--- config.mk ---
export PLATFORM = sky130hd
export DESIGN_NAME = banner_overlay
export DESIGN_NICKNAME = d
export VERILOG_FILES = /design/src/rtl/banner_overlay.sv
export SDC_FILE = /design/constraint.sdc
export NUM_CORES = 1
export LEC_CHECK = 0
export ABC_CLOCK_PERIOD_IN_PS = 8300
export BUFFER_PORTS_ARGS = -buffer_cell sky130_fd_sc_hd__buf_2
export CELL_PAD_IN_SITES_DETAIL_PLACEMENT = 2
export CELL_PAD_IN_SITES_GLOBAL_PLACEMENT = 2
export CORE_MARGIN = 2
export CORE_UTILIZATION = 40
export CTS_CLUSTER_SIZE = 10
export DETAILED_ROUTE_END_ITERATION = 10
export PLACE_DENSITY = 0.92
export SYNTH_ARGS = -nofsm -noshare
export SYNTH_HDL_FRONTEND = slang
export SYNTH_SLANG_ARGS = --single-unit
--- constraint.sdc ---
create_clock -name clk -period 8.3 [get_ports clk]
set_input_delay 0.83 -clock clk [delete_from_list [all_inputs] [get_ports clk]]
set_output_delay 0.83 -clock clk [all_outputs]
set_load 0.005 [all_outputs]
--- src/rtl/banner_overlay.sv ---
`default_nettype none
// ----------------------------------------------------------------------------
// banner_overlay : 1bpp ROM bitmap overlay with drop-in slide and blinking FG
// Rev 1.0
// ----------------------------------------------------------------------------
module banner_overlay #(
  parameter int          X0           = 350,
  parameter int          Y0           = 100,
  parameter int          W            = 740,
  parameter int          H            = 650,
  parameter int          ADDR_W       = 19,
  parameter int          ROM_LAT      = 1,
  parameter int          BLINK_FRAMES = 31,
  parameter int          SLIDE_STEP   = 8,
  parameter logic [11:0] BG_COLOR     = 12'h7CC,
  parameter logic [11:0] FG_A         = 12'h104,
  parameter logic [11:0] FG_B         = 12'hF73
) (
  input  logic              clk,
  input  logic              rst_n,
  input  logic [10:0]       pos_x,
  input  logic [10:0]       pos_y,
  input  logic              frame_tick,
  input  logic              show,
  output logic [ADDR_W-1:0] rom_addr,
  input  logic              rom_data,
  output logic [3:0]        ovl_r,
  output logic [3:0]        ovl_g,
  output logic [3:0]        ovl_b,
  output logic              ovl_active,
  output logic              anim_done
);

  localparam logic [11:0] c_y_top  = 12'(Y0);
  localparam logic [11:0] c_y_end  = 12'(Y0 + H);
  localparam logic [11:0] c_x_lft  = 12'(X0);
  localparam logic [11:0] c_x_end  = 12'(X0 + W);
  localparam logic [11:0] c_step   = 12'(SLIDE_STEP);
  localparam logic [15:0] c_bf     = 16'(BLINK_FRAMES);
  localparam logic [15:0] c_bwrap  = 16'(2 * BLINK_FRAMES - 1);

  typedef enum logic [1:0] {
    ST_HIDDEN = 2'd0,
    ST_SLIDE  = 2'd1,
    ST_SHOWN  = 2'd2
  } state_t;

  state_t              r_state;
  logic [11:0]         r_off;
  logic [15:0]         r_blink;
  logic                r_done;
  logic                r_in0;
  logic [11:0]         r_row;
  logic [11:0]         r_col;
  logic [ADDR_W-1:0]   r_addr;
  logic [ROM_LAT:0]    r_vld;
  logic [11:0]         r_rgb;
  logic                r_act;

  logic [15:0]         w_blink_nxt;
  logic [11:0]         w_ys;
  logic [11:0]         w_xs;
  logic                w_in;
  logic [ADDR_W-1:0]   w_addr;
  logic [11:0]         w_fg;
  logic [11:0]         w_pix;

  assign w_blink_nxt = (BLINK_FRAMES == 0 || r_blink == c_bwrap) ? 16'd0 : r_blink + 16'd1;

  // show=0 wins over everything, including a coincident frame_tick
  always_ff @(posedge clk or negedge rst_n) begin
    if (!rst_n) begin
      r_state <= ST_HIDDEN;
      r_off   <= c_y_end;
      r_blink <= '0;
      r_done  <= 1'b0;
    end else if (!show) begin
      r_state <= ST_HIDDEN;
      r_off   <= c_y_end;
      r_blink <= '0;
      r_done  <= 1'b0;
    end else begin
      case (r_state)
        ST_HIDDEN: begin
          r_blink <= '0;
          if (SLIDE_STEP == 0) begin
            r_state <= ST_SHOWN;
            r_off   <= '0;
            r_done  <= 1'b1;
          end else begin
            r_state <= ST_SLIDE;
            r_off   <= c_y_end;
          end
        end
        ST_SLIDE: begin
          if (frame_tick) begin
            r_blink <= w_blink_nxt;
            if (r_off <= c_step) begin
              r_off   <= '0;
              r_state <= ST_SHOWN;
              r_done  <= 1'b1;
            end else begin
              r_off <= r_off - c_step;
            end
          end
        end
        ST_SHOWN: begin
          if (frame_tick) r_blink <= w_blink_nxt;
        end
        default: r_state <= ST_HIDDEN;
      endcase
    end
  end

  assign w_ys = {1'b0, pos_y} + r_off;
  assign w_xs = {1'b0, pos_x};
  assign w_in = (r_state != ST_HIDDEN) && (w_ys >= c_y_top) && (w_ys < c_y_end) &&
                (w_xs >= c_x_lft) && (w_xs < c_x_end);
  assign w_addr = ADDR_W'(int'(r_row) * W + int'(r_col));

  assign w_fg  = (BLINK_FRAMES == 0 || r_blink < c_bf) ? FG_A : FG_B;
  assign w_pix = (r_vld[ROM_LAT] && !rom_data) ? w_fg : BG_COLOR;

  // region flag rides alongside the ROM so it lines up with rom_data
  always_ff @(posedge clk or negedge rst_n) begin
    if (!rst_n) begin
      r_in0  <= 1'b0;
      r_row  <= '0;
      r_col  <= '0;
      r_addr <= '0;
      r_vld  <= '0;
      r_rgb  <= BG_COLOR;
      r_act  <= 1'b0;
    end else begin
      r_in0  <= w_in;
      r_row  <= w_ys - c_y_top;
      r_col  <= w_xs - c_x_lft;
      r_addr <= w_addr;
      r_vld  <= {r_vld[ROM_LAT-1:0], r_in0};
      r_rgb  <= w_pix;
      r_act  <= r_vld[ROM_LAT];
    end
  end

  assign rom_addr   = r_addr;
  assign ovl_r      = r_rgb[11:8];
  assign ovl_g      = r_rgb[7:4];
  assign ovl_b      = r_rgb[3:0];
  assign ovl_active = r_act;
  assign anim_done  = r_done;

endmodule
`default_nettype wire
==> summary.md <==
| Metric | Value |
|---|---|
| Core area | `approximately 15000 sq um` |
| Layout net count | `roughly 800` |
| Max Clk Rate | `200 MHz` |
| Boundary Pins | `60` |
| Largest family of logic cells by synthesized area | `adder cells` |
| CTS Buffer Depth | `2` |
| #FFs+latches synth | `80` |
| PostCTS Resize Cnt | `0` |
| Post-DRT Antenna Nets | `0` |
| Share of post-route cells with drive strength above 1 | `between 10% and 20%` |
| CP Capture Type | `register` |
| Core Util, Final | `45.8%` |
| First-pass GRT wire length | `28900 microns` |
| Area growth syn-to-layout | `12.2%` |
| Simple-Gate Fraction of Synth Area | `between 10% and 20%` |
| Final wirelength | `around 18000 microns` |
| CP Capture Point | `rom_addr[18]$_DFF_PN0_` |
| Status | `finished, final reports clean` |
| Total global-route track usage | `23.3%` |
| Reg2Reg Setup Slack | `approximately 3.3 ns` |
| Compound-cell area share of the yosys netlist | `11.8%` |
| EDFF count, synth | `0` |
| Final setup skew | `between 0.01 and 0.015 ns` |
| TritonCTS clock tree | `yes` |
| Tcrit/Tclk final | `roughly three fifths` |
| Path type of the worst setup path | `register to register` |
| Layout Cells excl Fill | `between 800 and 900` |
| Routability-driven placement congestion ratio | `between 0.8 and 0.9` |
| Clock Latency Late Sink | `0.35 ns` |
| Post-Synth XOR/XNOR Area | `around 10%` |
| Synthesized area | `a little under 6000 sq um` |
| Hold-fix buffers, CTS | `0` |
| Hold_ws | `0.341 ns` |
| Die width | `around 130 microns` |
| CTS H-tree depth | `3` |
| Hold WC Path Type | `register to register` |
| Setup Buffers After CTS | `0` |
| Worst r2r path cells | `16` |
| CTS Sinks | `80` |
| Number of distinct library cells after synthesis | `62` |
| Drt first-iter violations | `187` |
| Largest net degree at the start of global routing | `81` |
| Vias in the first global route | `5416` |
| Critical Path AT | `about 5.2 ns` |
| Fin. Hold Viols | `0` |
| Die Ht | `126 microns` |
| Cts bufs inserted | `9` |
| Vias post-DR | `4487` |
| Worst-path clk slew | `around 0.070 ns` |
| Ys async rst share | `100%` |
| Startpoint Class | `register` |
| Starting Density | `40.9%` |
| Initial antenna violation count | `0` |
| Worst slew pin tran | `around 1.4 ns` |
| Full die area | `between 15000 and 20000 sq um` |
| Post-synthesis sequential area ratio | `between 30% and 40%` |
| Fillers | `about 1500` |
| Top_reg_cell synth | `dfrtp_1` |
| Multiplexer share of the synthesized area | `less than 1%` |
| Max-Cap Viols | `0` |
| Congestion Overflow GR | `0` |
| Slew Limit Fails | `0` |
| Final worst path period need | `approximately 5 ns` |
| PortBufs | `58` |
| Yosys warns | `0` |
| Synth Area in Adders | `26.0%` |
| Via-per-instance ratio | `5.39` |
| Reg-to-Reg Start | `r_row[1]$_DFF_PN0_` |
| Clock root buffer | `clkbuf_16` |
| # DRC | `0` |
| Placed cells | `817` |
| FF-to-FF End | `rom_addr[18]$_DFF_PN0_` |
| Setup violators final | `0` |
| Avg Inst Size Synth | `10.1 sq um` |
| Worst-path fanout max | `6` |
| Syn nets | `722` |
| Slew margin rel. | `approximately 9%` |
| CP startpoint | `r_row[1]$_DFF_PN0_` |
| Routed WL per cell | `around 21 microns` |
| Setup TNS | `0 ns` |
| Dpl hpwl | `between 10000 and 15000 microns` |
| Unrepaired setup endpoints after global routing | `false` |
| Pre-Repair DR Iteration Count | `6` |
| Ant diodes | `0` |
| Req. time, crit path | `~8.5 ns` |
| Syn Inst Count | `between 500 and 600` |
| Standard-cell rows | `between 40 and 50` |
-- cell type report --
cell class              count  area [sq um]  share of cell area (%)
multi-input cells         412          3540                    53.1
flip-flops and latches     80          2010                    30.2
inverters                  83           312                    4.68
repair buffers             58           293                    4.39
clock buffers              13           260                    3.91
well taps                 184           230                    3.46
clock inverters             3          18.8                   0.282
-- flip-flops by register name, indices dropped and copies added (netlist names) --
signal	count
anim_done	1
r_off	10
r_rgb	4
r_state	2
r_blink	16
ovl_active	1
r_vld	2
r_col	12
r_in0	1
r_row	12
rom_addr	19
-- per-layer routing --
| metal | global-route usage [%] | share of wire, % | up-vias |
|---|---|---|---|
| met2 | 46.4 | 57 | 70 |
| met1 | 24.2 | 38 | 2305 |
| met5 | 0 | 0 | - |
| met4 | 6.01 | 2.1 | 0 |
| li1 | - | - | 2085 |
| met3 | 5.69 | 2.9 | 27 |
-- cells by family after synthesis --
kind of cell | Yosys count
and+or+nand+nor | 130
muxes | 5
AOI/OAI and AO/OA | 104
other | 1
buffers and inverters | 96
adders and majority gates | 107
xor gates and xnor gates | 65
DFF | 80
-- stage by stage --
step / cell area (sq um) / setup slack, ns
global route: 6660 / 3.03
detailed placement: 6380 / 3.43
floorplan: 5940 / 4.01
CTS: 6660 / 3.36
finish: 6660 / 3.30
global placement: 6380 / 3.79
-- placed cells by master (no fill, tap or decap), types with 2 or more instances in the layout --
| master | Yosys | routed |
|---|---|---|
| a21boi_0 | 3 | 3 |
| a21o_1 | 4 | 4 |
| a21oi_1 | 27 | 27 |
| a21oi_2 | 2 | 2 |
| a31oi_1 | 4 | 4 |
| and2_1 | 2 | 2 |
| and3_1 | 7 | 7 |
| buf_2 | 0 | 57 |
| clkbuf_1 | 5 | 2 |
| clkbuf_16 | 0 | 9 |
| clkbuf_8 | 0 | 2 |
| clkinv_2 | 0 | 2 |
| dfrtp_1 | 71 | 71 |
| dfstp_2 | 9 | 9 |
| fa_1 | 27 | 27 |
| ha_1 | 80 | 80 |
| inv_1 | 83 | 83 |
| mux2i_1 | 4 | 4 |
| nand2_1 | 23 | 23 |
| nand2b_1 | 6 | 6 |
| nand3_1 | 16 | 16 |
| nand4_1 | 7 | 7 |
| nor2_1 | 38 | 38 |
| nor2b_1 | 8 | 8 |
| nor3_1 | 10 | 10 |
| nor4_1 | 5 | 5 |
| o211ai_1 | 2 | 2 |
| o21a_1 | 9 | 9 |
| o21ai_0 | 26 | 26 |
| o21bai_1 | 2 | 2 |
| o22a_1 | 2 | 2 |
| o31ai_1 | 4 | 4 |
| or2_2 | 2 | 2 |
| xnor2_1 | 39 | 39 |
| xor2_1 | 23 | 23 |
-- worst min path at each step --
stage	start	end	depth (start not counted)
6_report	r_in0$_DFF_PN0_	r_vld[0]$_DFF_PN0_	0
5_1_grt	r_in0$_DFF_PN0_	r_vld[0]$_DFF_PN0_	0
4_1_cts	r_in0$_DFF_PN0_	r_vld[0]$_DFF_PN0_	0
3_5_place_dp	r_col[1]$_DFF_PN0_	rom_addr[1]$_DFF_PN0_	0
3_3_place_gp	r_col[0]$_DFF_PN0_	rom_addr[0]$_DFF_PN0_	0
2_1_floorplan	r_in0$_DFF_PN0_	r_vld[0]$_DFF_PN0_	0
-- critical path: stages (launching register included) --
cell       delay, ns
dfrtp_1         0.47
ha_1            0.34
inv_1           0.07
fa_1            0.54
inv_1           0.07
fa_1            0.57
inv_1           0.08
fa_1            0.53
inv_1           0.05
ha_1            0.22
a2111oi_1       0.57
o21ai_1         0.23
a31oi_1         0.24
o21bai_1        0.12
a21o_1          0.20
a21oi_1         0.19
xnor3_1         0.36
-- synthesized netlist by cell type (6+ instances only) --
master    instances  area [sq um]
inv_1            83           312
ha_1             80          1000
dfrtp_1          71          1780
xnor2_1          39           342
nor2_1           38           143
a21oi_1          27           135
fa_1             27           541
o21ai_0          26           130
nand2_1          23          86.3
xor2_1           23           201
nand3_1          16          80.1
nor3_1           10          50.1
dfstp_2           9           236
o21a_1            9          67.6
buf_4             8          60.1
nor2b_1           8          50.1
and3_1            7          43.8
nand4_1           7          43.8
nand2b_1          6          37.5
Power is not shown: default switching activity piles up to over one toggle a cycle in this logic, so the estimate is an artifact.
